===== src/rtl/led_s2p_receiver.sv =====
// led_s2p_receiver: LSB-first serial-to-parallel receiver for the LED shifter
// loop-back path. A frame is WIDTH data bits followed by one trailer bit that
// must be 0. A good frame updates P_out with a one-cycle valid pulse. A bad
// trailer, an inter-strobe timeout, or a restart mid-frame gives a one-cycle
// frame_err pulse instead.
module led_s2p_receiver #(
    parameter int WIDTH   = 16,
    parameter int TIMEOUT = 1023
) (
    input  logic             clk,
    input  logic             rst,
    input  logic             start,
    input  logic             s_en,
    input  logic             s_in,
    output logic [WIDTH-1:0] P_out,
    output logic             valid,
    output logic             frame_err,
    output logic             busy,
    output logic [7:0]       frame_cnt
);

    localparam int BW = $clog2(WIDTH + 1);
    localparam int TW = $clog2(TIMEOUT + 1);

    localparam logic [1:0] S_IDLE  = 2'd0;
    localparam logic [1:0] S_SHIFT = 2'd1;
    localparam logic [1:0] S_TRAIL = 2'd2;

    localparam logic [BW-1:0] LAST_BIT = BW'(WIDTH - 1);
    // The abort fires on the edge where the idle-cycle count would reach TIMEOUT.
    localparam logic [TW-1:0] TO_LAST  = TW'(TIMEOUT - 1);

    logic [1:0]       state_q, state_d;
    logic [WIDTH-1:0] sreg_q,  sreg_d;
    logic [BW-1:0]    bcnt_q,  bcnt_d;
    logic [TW-1:0]    tcnt_q,  tcnt_d;
    logic [WIDTH-1:0] pout_q,  pout_d;
    logic             valid_q, valid_d;
    logic             ferr_q,  ferr_d;
    logic [7:0]       fcnt_q,  fcnt_d;

    // Next-state logic: start beats s_en, s_en beats the timeout.
    always_comb begin
        state_d = state_q;
        sreg_d  = sreg_q;
        bcnt_d  = bcnt_q;
        tcnt_d  = tcnt_q;
        pout_d  = pout_q;
        fcnt_d  = fcnt_q;
        valid_d = 1'b0;
        ferr_d  = 1'b0;
        case (state_q)
            S_IDLE: begin
                if (start) begin
                    state_d = S_SHIFT;
                    bcnt_d  = '0;
                    tcnt_d  = '0;
                end
            end
            S_SHIFT, S_TRAIL: begin
                if (start) begin
                    // Restart: abort the current frame and begin a new one at once.
                    ferr_d  = 1'b1;
                    state_d = S_SHIFT;
                    bcnt_d  = '0;
                    tcnt_d  = '0;
                end else if (s_en) begin
                    tcnt_d = '0;
                    if (state_q == S_SHIFT) begin
                        sreg_d = {s_in, sreg_q[WIDTH-1:1]};
                        bcnt_d = bcnt_q + BW'(1);
                        if (bcnt_q == LAST_BIT) begin
                            state_d = S_TRAIL;
                        end
                    end else begin
                        if (!s_in) begin
                            pout_d  = sreg_q;
                            valid_d = 1'b1;
                            fcnt_d  = fcnt_q + 8'd1;
                        end else begin
                            ferr_d = 1'b1;
                        end
                        state_d = S_IDLE;
                    end
                end else if (tcnt_q == TO_LAST) begin
                    ferr_d  = 1'b1;
                    state_d = S_IDLE;
                end else begin
                    tcnt_d = tcnt_q + TW'(1);
                end
            end
            default: state_d = S_IDLE;
        endcase
    end

    // State and output registers, cleared asynchronously by rst low.
    always_ff @(posedge clk or negedge rst) begin
        if (!rst) begin
            state_q <= S_IDLE;
            sreg_q  <= '0;
            bcnt_q  <= '0;
            tcnt_q  <= '0;
            pout_q  <= '0;
            valid_q <= 1'b0;
            ferr_q  <= 1'b0;
            fcnt_q  <= '0;
        end else begin
            state_q <= state_d;
            sreg_q  <= sreg_d;
            bcnt_q  <= bcnt_d;
            tcnt_q  <= tcnt_d;
            pout_q  <= pout_d;
            valid_q <= valid_d;
            ferr_q  <= ferr_d;
            fcnt_q  <= fcnt_d;
        end
    end

    assign P_out     = pout_q;
    assign valid     = valid_q;
    assign frame_err = ferr_q;
    assign frame_cnt = fcnt_q;
    assign busy      = (state_q == S_SHIFT) || (state_q == S_TRAIL);

endmodule


===== config.mk =====
export PLATFORM = sky130hd
export DESIGN_NAME = led_s2p_receiver
export DESIGN_NICKNAME = d
export VERILOG_FILES = /design/src/rtl/led_s2p_receiver.sv
export SDC_FILE = /design/constraint.sdc
export NUM_CORES = 1
export LEC_CHECK = 0
export BUFFER_PORTS_ARGS = -buffer_cell sky130_fd_sc_hd__buf_2
export CAP_MARGIN = 20
export CORE_UTILIZATION = 45
export DETAILED_ROUTE_END_ITERATION = 7
export GPL_ROUTABILITY_DRIVEN = 0
export GPL_TIMING_DRIVEN = 0
export RECOVER_POWER = 50
export SYNTH_ARGS = -nofsm -noshare
export SYNTH_HDL_FRONTEND = slang
export SYNTH_SLANG_ARGS = --single-unit

===== constraint.sdc =====
create_clock -name clk -period 3.1 [get_ports clk]
set_input_delay 0.31 -clock clk [delete_from_list [all_inputs] [get_ports clk]]
set_output_delay 0.31 -clock clk [all_outputs]
set_load 0.02 [all_outputs]

### Word-level counts from Yosys, hierarchy flattened

Index checks and enable logic that the tools add are counted.

* register bits after elaboration: 59
* input bits: 5
* output and inout port bits: 27

* add/sub/neg operators: 3
* equality and inequality tests: 10
* muxes and demuxes: 28
* bitwise gates (word level): 3
* reduce and logical (&&, ||, !) cells: 9

Operators by type and width (count)
* 10-bit two-way mux: 4
* 5-bit two-way mux: 4
* 10-bit one-hot mux with 2 select lines: 1
* 2-bit two-way mux: 6
* 1-bit two-way mux: 11
* 10-bit by 1-bit adder with 10-bit output (second input constant): 1
* 10-bit == test (second input constant): 1
* 5-bit one-hot mux with 2 select lines: 1
* 8-bit by 1-bit adder with 8-bit output (second input constant): 1
* 4-bit inequality test (second input constant): 2
* 4-bit AND reduction: 2
* 3-bit inequality test (second input constant): 2
* 3-bit AND reduction: 2
* 5-bit by 1-bit adder with 5-bit output (second input constant): 1
* 5-bit by 4-bit == test with 1-bit output (second input constant): 1
* 5-bit inequality test (second input constant): 1
* 5-bit AND reduction: 1
* 2-bit one-hot mux with 2 select lines: 1
* 1-bit NOT: 3
* 2-bit by 1-bit == test with 1-bit output (second input constant): 1
* 2-bit == test (second input constant): 1
* 2-bit zero test: 1
* 2-bit inequality test (second input constant): 1
* 2-bit nonzero test: 1
* other kinds (2): 2

### Depth between registers and ports, before layout

Gate-level depths: netlist (run 1).

* depth in word-level cells: 6
* gate-level depth with buffers: 9
* depth with buffers taken out: 7

### Least setup slack after synthesis (run 1)

No wires, ideal clock.

* kind: reg2reg
* start: register state_q[0]
* end: register pout_q[10] (netlist: P_out[10])
* data arrival time: 2.123 ns
* data required time: 2.975 ns
* path slack: 0.852 ns
* stages on the path, launching flop included: 9
* path buffers: 3
* period minus slack after synthesis: 2.248 ns
* cell sequence: dfrtp_1 inv_1 ha_1 buf_2 nand2b_4 buf_6 nor4b_4 buf_6 mux2_2

* longest elaborated chain between the ends: 3
* elaborated cells between the ends (all ways): 5
* those cells by class: 2 x eq/ne; 1 x bitwise; 2 x reduce/logical

Ends and longest elaborated chain
* from (decl): line 33 `logic [1:0] state_q, state_d;`
* from (signal assigned): line 108 `state_q <= state_d;`
* 2-bit by 1-bit == test with 1-bit output or 2-bit == test (tied branches): line 52, 69
* 2-bit OR reduction or 1-bit NOT (tied branches)
* 5-bit AND reduction (no source line) *
* to (signal assigned): line 112 `pout_q <= pout_d;`
* to (decl): line 37 `logic [WIDTH-1:0] pout_q, pout_d;`

Mark *: on every way between the ends. The rest lies on a longest branch, timed or not.
A chain may end at the register's enable or synchronous reset.

### Worst setup path in the final report (run 1)

* start: register state_q[0]
* end: register pout_q[12] (netlist: P_out[12])

Same word-level chain as after synthesis.

==> results.sh, run 1 <==
export IMPL_area_growth_pct=17.9
export IMPL_syn_avg_cell_area_um2=12.6
export IMPL_cts_hold_buf=0
export IMPL_drtIter0Drc=73
export IMPL_dp_hpwl_mm=3.21
export IMPL_ios=32
export IMPL_cts_tree="done"
export IMPL_antenna_found_initial=0
export IMPL_drive_gt1_frac=0.292
export IMPL_first_pass_iters=4
export IMPL_fin_setup_tns_ns=0
export IMPL_grt_usage=0.165
export IMPL_violations="capacitance limit, slew limit"
export IMPL_cts_made_buffers=9
export IMPL_fmax_mhz=427
export IMPL_relSlewSlack=-0.117
export IMPL_path_depth=8
export IMPL_power_mw=2.57
export IMPL_dr_total_vias=1791
export IMPL_ys_top_cells_by_area="dfrtp_1 55%, mux2_2 14%, ha_1 3.7%"
export IMPL_cp_buffers_inverters=4
export IMPL_multi_input_area_mm2=0.00113
export IMPL_ys_top_cells_by_count="59 x dfrtp_1, 34 x mux2_2, 9 x inv_1, 9 x nand2_1"
export IMPL_path_class="reg -> reg"
export IMPL_synth_ff_type="dfrtp_1"
export IMPL_htree_levels=3
export IMPL_fin_crit_ns=2.34
export IMPL_worstMarginPinSlew_ns=1.68
export IMPL_path_delay_family="buffers and inverters"
export IMPL_grt_pass1_vias=1699
export IMPL_ys_seq_area_frac=0.547
export IMPL_critPathRequiredTime_ns=3.32
export IMPL_post_route_period_util=0.755
export IMPL_diodes=0
export IMPL_yosysTopAreaCell="dfrtp_1"
export IMPL_holdCritPathClass="in -> reg"
export IMPL_final_max_slew_violation_count=30
export IMPL_path_clk_slew_ns=0.07
export IMPL_hold_depth=2
export IMPL_cts_setup_buffers=0
export IMPL_root_buffer="clkbuf_8"
export IMPL_dieArea_mm2=0.00631
export IMPL_crit_fanout=10
export IMPL_wirelength_mm=4.63
export IMPL_setup_viol=0
export IMPL_cts_resized=0
export IMPL_core_rowCount=27
export IMPL_clock_path_buffers=2
export IMPL_start_util=0.478
export IMPL_maxCapViolCount=1
export IMPL_synth_most_common_cell="dfrtp_1"
export IMPL_grt_pass1_wl_mm=7.87
export IMPL_avgRoutedWirePerCell_um=14.0
export IMPL_cellLeakagePower_nw=1.52
export IMPL_n_fill_cell=501
export IMPL_drc=0
export IMPL_worstSetupStartpointType="flip-flop"
export IMPL_arrival_ns=2.56
export IMPL_synth_seq_cells=59
export IMPL_overflow=0
export IMPL_crit_path_end_kind="flip-flop"
export IMPL_async_reset_ff_frac=1.00
export IMPL_netlist_area_leader_share=0.547
export IMPL_io_buffers=29
export IMPL_final_nets=268
export IMPL_fp_dieH_um=79.4
export IMPL_ys_types=42
export IMPL_cp_cell_sequence="inv_1 -> ha_1 -> buf_2 -> nand2b_4 -> buf_6 -> nor4b_4 -> buf_6 -> mux2_2"
export IMPL_crit_path_top_delay_cell="nor4b_4"
export IMPL_netlist_instances=214
export IMPL_r2r_cells=8
export IMPL_regArea_mm2=0.00148
export IMPL_rsz0062_at_grt="no"
export IMPL_slowest_delay_ns=0.50
export IMPL_synth_edf_count=0
export IMPL_post_drt_via_cell_ratio=5.39
export IMPL_power_density_mw_per_mm2=808
export IMPL_status="complete, but fails checks"
export IMPL_hold_viol_final=0
export IMPL_grt_max_degree=31
export IMPL_coreArea_mm2=0.00564
export IMPL_syn_area_mm2=0.00270
export IMPL_die_w_um=79.4
export IMPL_antenna_left=0
export IMPL_syn_nets=227
export IMPL_cts_sinks=59
export IMPL_clk_latency_ns=0.33
export IMPL_yosys_warnings=0
export IMPL_cpMostUsedCell="buf_6"
export IMPL_vdd_drop_max_mv=0.480
export IMPL_finClkSkew_ns=0.00710
==> layout by cell type, fill, tap and decap left out, types with 4 or more instances in the layout <==
master	instances
o31ai_1	6
clkbuf_8	13
xnor2_1	6
inv_1	9
and3_1	7
nand4_1	6
nand3_1	8
nor2_1	6
buf_2	17
o21ai_0	5
buf_6	4
clkbuf_1	16
nand2_1	9
mux2_2	34
ha_1	8
a21oi_1	4
dfrtp_1	59
==> final cells by class <==
class,instances,share of cell area
Tap cell,72,0.0283
Clock buffer,13,0.0562
Timing Repair Buffer,30,0.0464
Multi-Input combinational cell,138,0.354
Buffer,8,0.0197
Sequential cell,59,0.464
Clock inverter,3,0.0212
Inverter,9,0.0106
==> final timing paths <==
| path | start | slack (ns) | end |
|---|---|---|---|
| setup / recovery | state_q[0] | 0.76 | P_out[12] |
| hold / removal | start | 0.24 | frame_err |
| setup reg to reg | state_q[0] | 0.76 | P_out[12] |
| hold reg to reg | frame_cnt[7] | 0.46 | frame_cnt[7] |
| max in group asynchronous | rst | 1.72 | frame_cnt[1] |
| min in group asynchronous | rst | 0.40 | frame_err |
==> worst reg2reg max path, delay by kind of cell, from the launching register on <==
kind                       cells  cell delay [ns]
buffers and inverters          4             0.64
and+or+nand+nor                2             0.56
DFF                            1             0.40
muxes                          1             0.35
adders and majority gates      1             0.29
==> cells by family (layout without fill, tap and decap cells) <==
group | Yosys count | in the layout | share of synthesized area
compound gates | 31 | 31 | 0.0816
xor+xnor | 7 | 7 | 0.0227
flops | 59 | 59 | 0.547
simple gates | 56 | 56 | 0.127
mux | 36 | 36 | 0.149
buf+inv | 17 | 63 | 0.0357
fa+ha+maj | 8 | 8 | 0.0371
==> routing by layer <==
layer / track usage / vias up / part of all wire
li1: - / 873 / -
met2: 0.254 / 49 / 0.47
met3: 0.0549 / 6 / 0.049
met4: 0.0709 / 0 / 0.014
met1: 0.213 / 863 / 0.47
met5: 0 / - / 0
==> flip-flops by register name (all words and copies together) (netlist names) <==
name / flops
sreg_q: 16
tcnt_q: 10
state_q: 2
valid: 1
frame_err: 1
bcnt_q: 5
frame_cnt: 8
P_out: 16
==> metrics by stage <==
step | std cells | setup WS (ns) | util | area [um^2] | hold WS, ns
2_1_floorplan | 214 | 0.852 | - | 2700 | 0.0144
3_3_place_gp | 315 | 0.735 | 0.520 | 2930 | 0.459
3_5_place_dp | 316 | 0.729 | 0.524 | 2950 | 0.406
4_1_cts | 332 | 0.719 | 0.567 | 3200 | 0.0430
5_1_grt | 332 | 0.628 | 0.564 | 3180 | 0.238
6_report | 332 | 0.758 | 0.564 | 3180 | 0.238
==> report_power, final <==
part	switching (mW)	internal, mW
clock network	0.303	0.541
registers	0.110	0.927
logic	0.394	0.297
Note: power is estimated with default switching activity, not from simulation.
==> inputs of run 2 (changes only) <==
- clock period: 3.1 -> 2.2 ns (I/O delays scaled with it)
==> run 2 against run 1 <==
The run now ends clean. Final cell count up 1.5%. Fmax up 16%. First-iteration DRC count down 18%. Utilization up 0.89 points. Clock skew down 0.0018 ns. Die area unchanged. Clock power up 41%. Sequential share of layout area down 0.72 points. Power up 43%. Wire length up 0.80%. Critical path depth down 1. Sequential power up 40%.
==> results.sh, run 2 (synthesized netlist as in run 1, its figures left out) <==
export IMPL_status="finished, final reports clean"
export IMPL_critPathRequiredTime_ns=2.46
export IMPL_path_clk_slew_ns=0.06
export IMPL_final_util=0.573
export IMPL_start_util=0.478
export IMPL_relSlewSlack=0.0427
export IMPL_crit_path_top_delay_cell="or4_1"
export IMPL_crit_fanout=6
export IMPL_grt_pass1_vias=1760
export IMPL_area_growth_pct=19.8
export IMPL_rsz0062_at_grt="no"
export IMPL_clock_path_buffers=2
export IMPL_cts_tree="done"
export IMPL_final_nets=273
export IMPL_final_max_slew_violation_count=0
export IMPL_dieArea_mm2=0.00631
export IMPL_fmax_mhz=497
export IMPL_post_route_period_util=0.914
export IMPL_antenna_left=0
export IMPL_crit_path_end_kind="flip-flop"
export IMPL_finClkSkew_ns=0.00525
export IMPL_worstMarginPinSlew_ns=1.44
export IMPL_n_fill_cell=489
export IMPL_arrival_ns=2.27
export IMPL_overflow=0
export IMPL_multi_input_area_mm2=0.00114
export IMPL_ios=32
export IMPL_hold_viol_final=0
export IMPL_fin_crit_ns=2.01
export IMPL_coreArea_mm2=0.00564
export IMPL_regArea_mm2=0.00148
export IMPL_maxCapViolCount=0
export IMPL_grt_pass1_wl_mm=8.13
export IMPL_drive_gt1_frac=0.306
export IMPL_drc=0
export IMPL_cp_cell_sequence="inv_1 -> ha_1 -> and4_1 -> and3_1 -> clkbuf_1 -> or4_1 -> a21oi_1"
export IMPL_avgRoutedWirePerCell_um=13.9
export IMPL_slowest_delay_ns=0.52
export IMPL_cts_made_buffers=9
export IMPL_drtIter0Drc=60
export IMPL_setup_viol=0
export IMPL_htree_levels=3
export IMPL_post_drt_via_cell_ratio=5.33
export IMPL_hold_depth=2
export IMPL_wirelength_mm=4.67
export IMPL_holdWs_ns=0.166
export IMPL_io_buffers=29
export IMPL_clk_latency_ns=0.33
export IMPL_place_area_mm2=0.00297
export IMPL_vdd_drop_max_mv=0.441
export IMPL_antenna_found_initial=0
export IMPL_dp_hpwl_mm=3.30
export IMPL_fp_dieH_um=79.4
export IMPL_worstSetupStartpointType="flip-flop"
export IMPL_cts_sinks=59
export IMPL_die_w_um=79.4
export IMPL_first_pass_iters=4
export IMPL_holdCritPathClass="in -> reg"
export IMPL_grt_usage=0.171
export IMPL_cellLeakagePower_nw=1.55
export IMPL_root_buffer="clkbuf_8"
export IMPL_power_mw=3.67
export IMPL_dr_total_vias=1797
export IMPL_r2r_cells=7
export IMPL_diodes=0
export IMPL_path_class="reg -> reg"
export IMPL_layout_common_cells="59 x dfrtp_1, 34 x mux2_2, 17 x clkbuf_1"
export IMPL_grt_max_degree=36
export IMPL_core_rowCount=27
export IMPL_final_cell_area_mm2=0.00323
export IMPL_layout_commonest_cell="dfrtp_1"
export IMPL_power_density_mw_per_mm2=1140
run 2: changes by cell type in the layout (fill, tap and decap cells not counted):
cell,before,now
buf_2,17,16
clkinvlp_4,1,0
ha_1,8,7
dlygate4sd3_1,0,1
clkbuf_1,16,17
clkinv_2,0,2
ha_4,0,1
inv_1,9,8
bufinv_16,2,3
clkbuf_8,13,10
inv_2,0,1
buf_4,0,5
run 2: layout make-up:
type,instances,area share
plain buffers,7,0.0178
clock buffers,11,0.0437
clock inverters,5,0.0310
inverters,9,0.0104
multi-input cells,138,0.352
flip-flops and latches,59,0.457
well taps,72,0.0279
repair buffers,36,0.0604
run 2: worst max-delay path, delay by kind of cell (launching register included):
family                   cells  cell delay (ns)
AO/OA/AOI/OAI                1             0.15
AND/OR/NAND/NOR              3             0.92
buffers and inverters        2             0.23
adder cells (fa/ha/maj)      1             0.22
flip-flops                   1             0.42
run 2: stage by stage:
stage          worst slack, ns  instances  TNS (ns)
2_1_floorplan           0.0418        214         0
3_3_place_gp            -0.149        315     -1.91
3_5_place_dp            -0.147        316     -1.74
4_1_cts                  0.121        336         0
5_1_grt                 0.0546        337         0
6_report                 0.189        337         0
run 2: per-layer routing:
layer	share of wire	track usage	routed length (um)	vias to the layer above
li1	-	-	-	872
met1	0.47	0.205	2180	888
met2	0.48	0.272	2240	31
met3	0.042	0.0720	195	6
met4	0.012	0.0655	58	0
met5	0	0	0	-
run 2: where the power goes:
group	total, mW	internal, mW	switching [mW]
Clock	1.19	0.780	0.409
Combinational	1.02	0.465	0.558
Sequential	1.46	1.31	0.157
run 2: repair_timing:
| action | 4_1_cts | 5_1_grt |
|---|---|---|
| pin swaps | 1 | 1 |
| hold buffers | 1 | 0 |
| setup endpoints to repair | 16 | 12 |
| gates resized for setup | 0 | 1 |
| endpoints found under the hold margin | 24 | 0 |
| setup buffers | 3 | 2 |
run 2: worst paths after layout:
kind	start	endpoint	slack (ns)
min in group asynchronous	rst	tcnt_q[8]	0.76
hold reg to reg	frame_cnt[7]	frame_cnt[7]	0.47
setup / recovery	tcnt_q[0]	tcnt_q[3]	0.19
hold / removal	start	frame_err	0.17
setup reg to reg	tcnt_q[0]	tcnt_q[3]	0.19
max in group asynchronous	rst	bcnt_q[2]	0.60
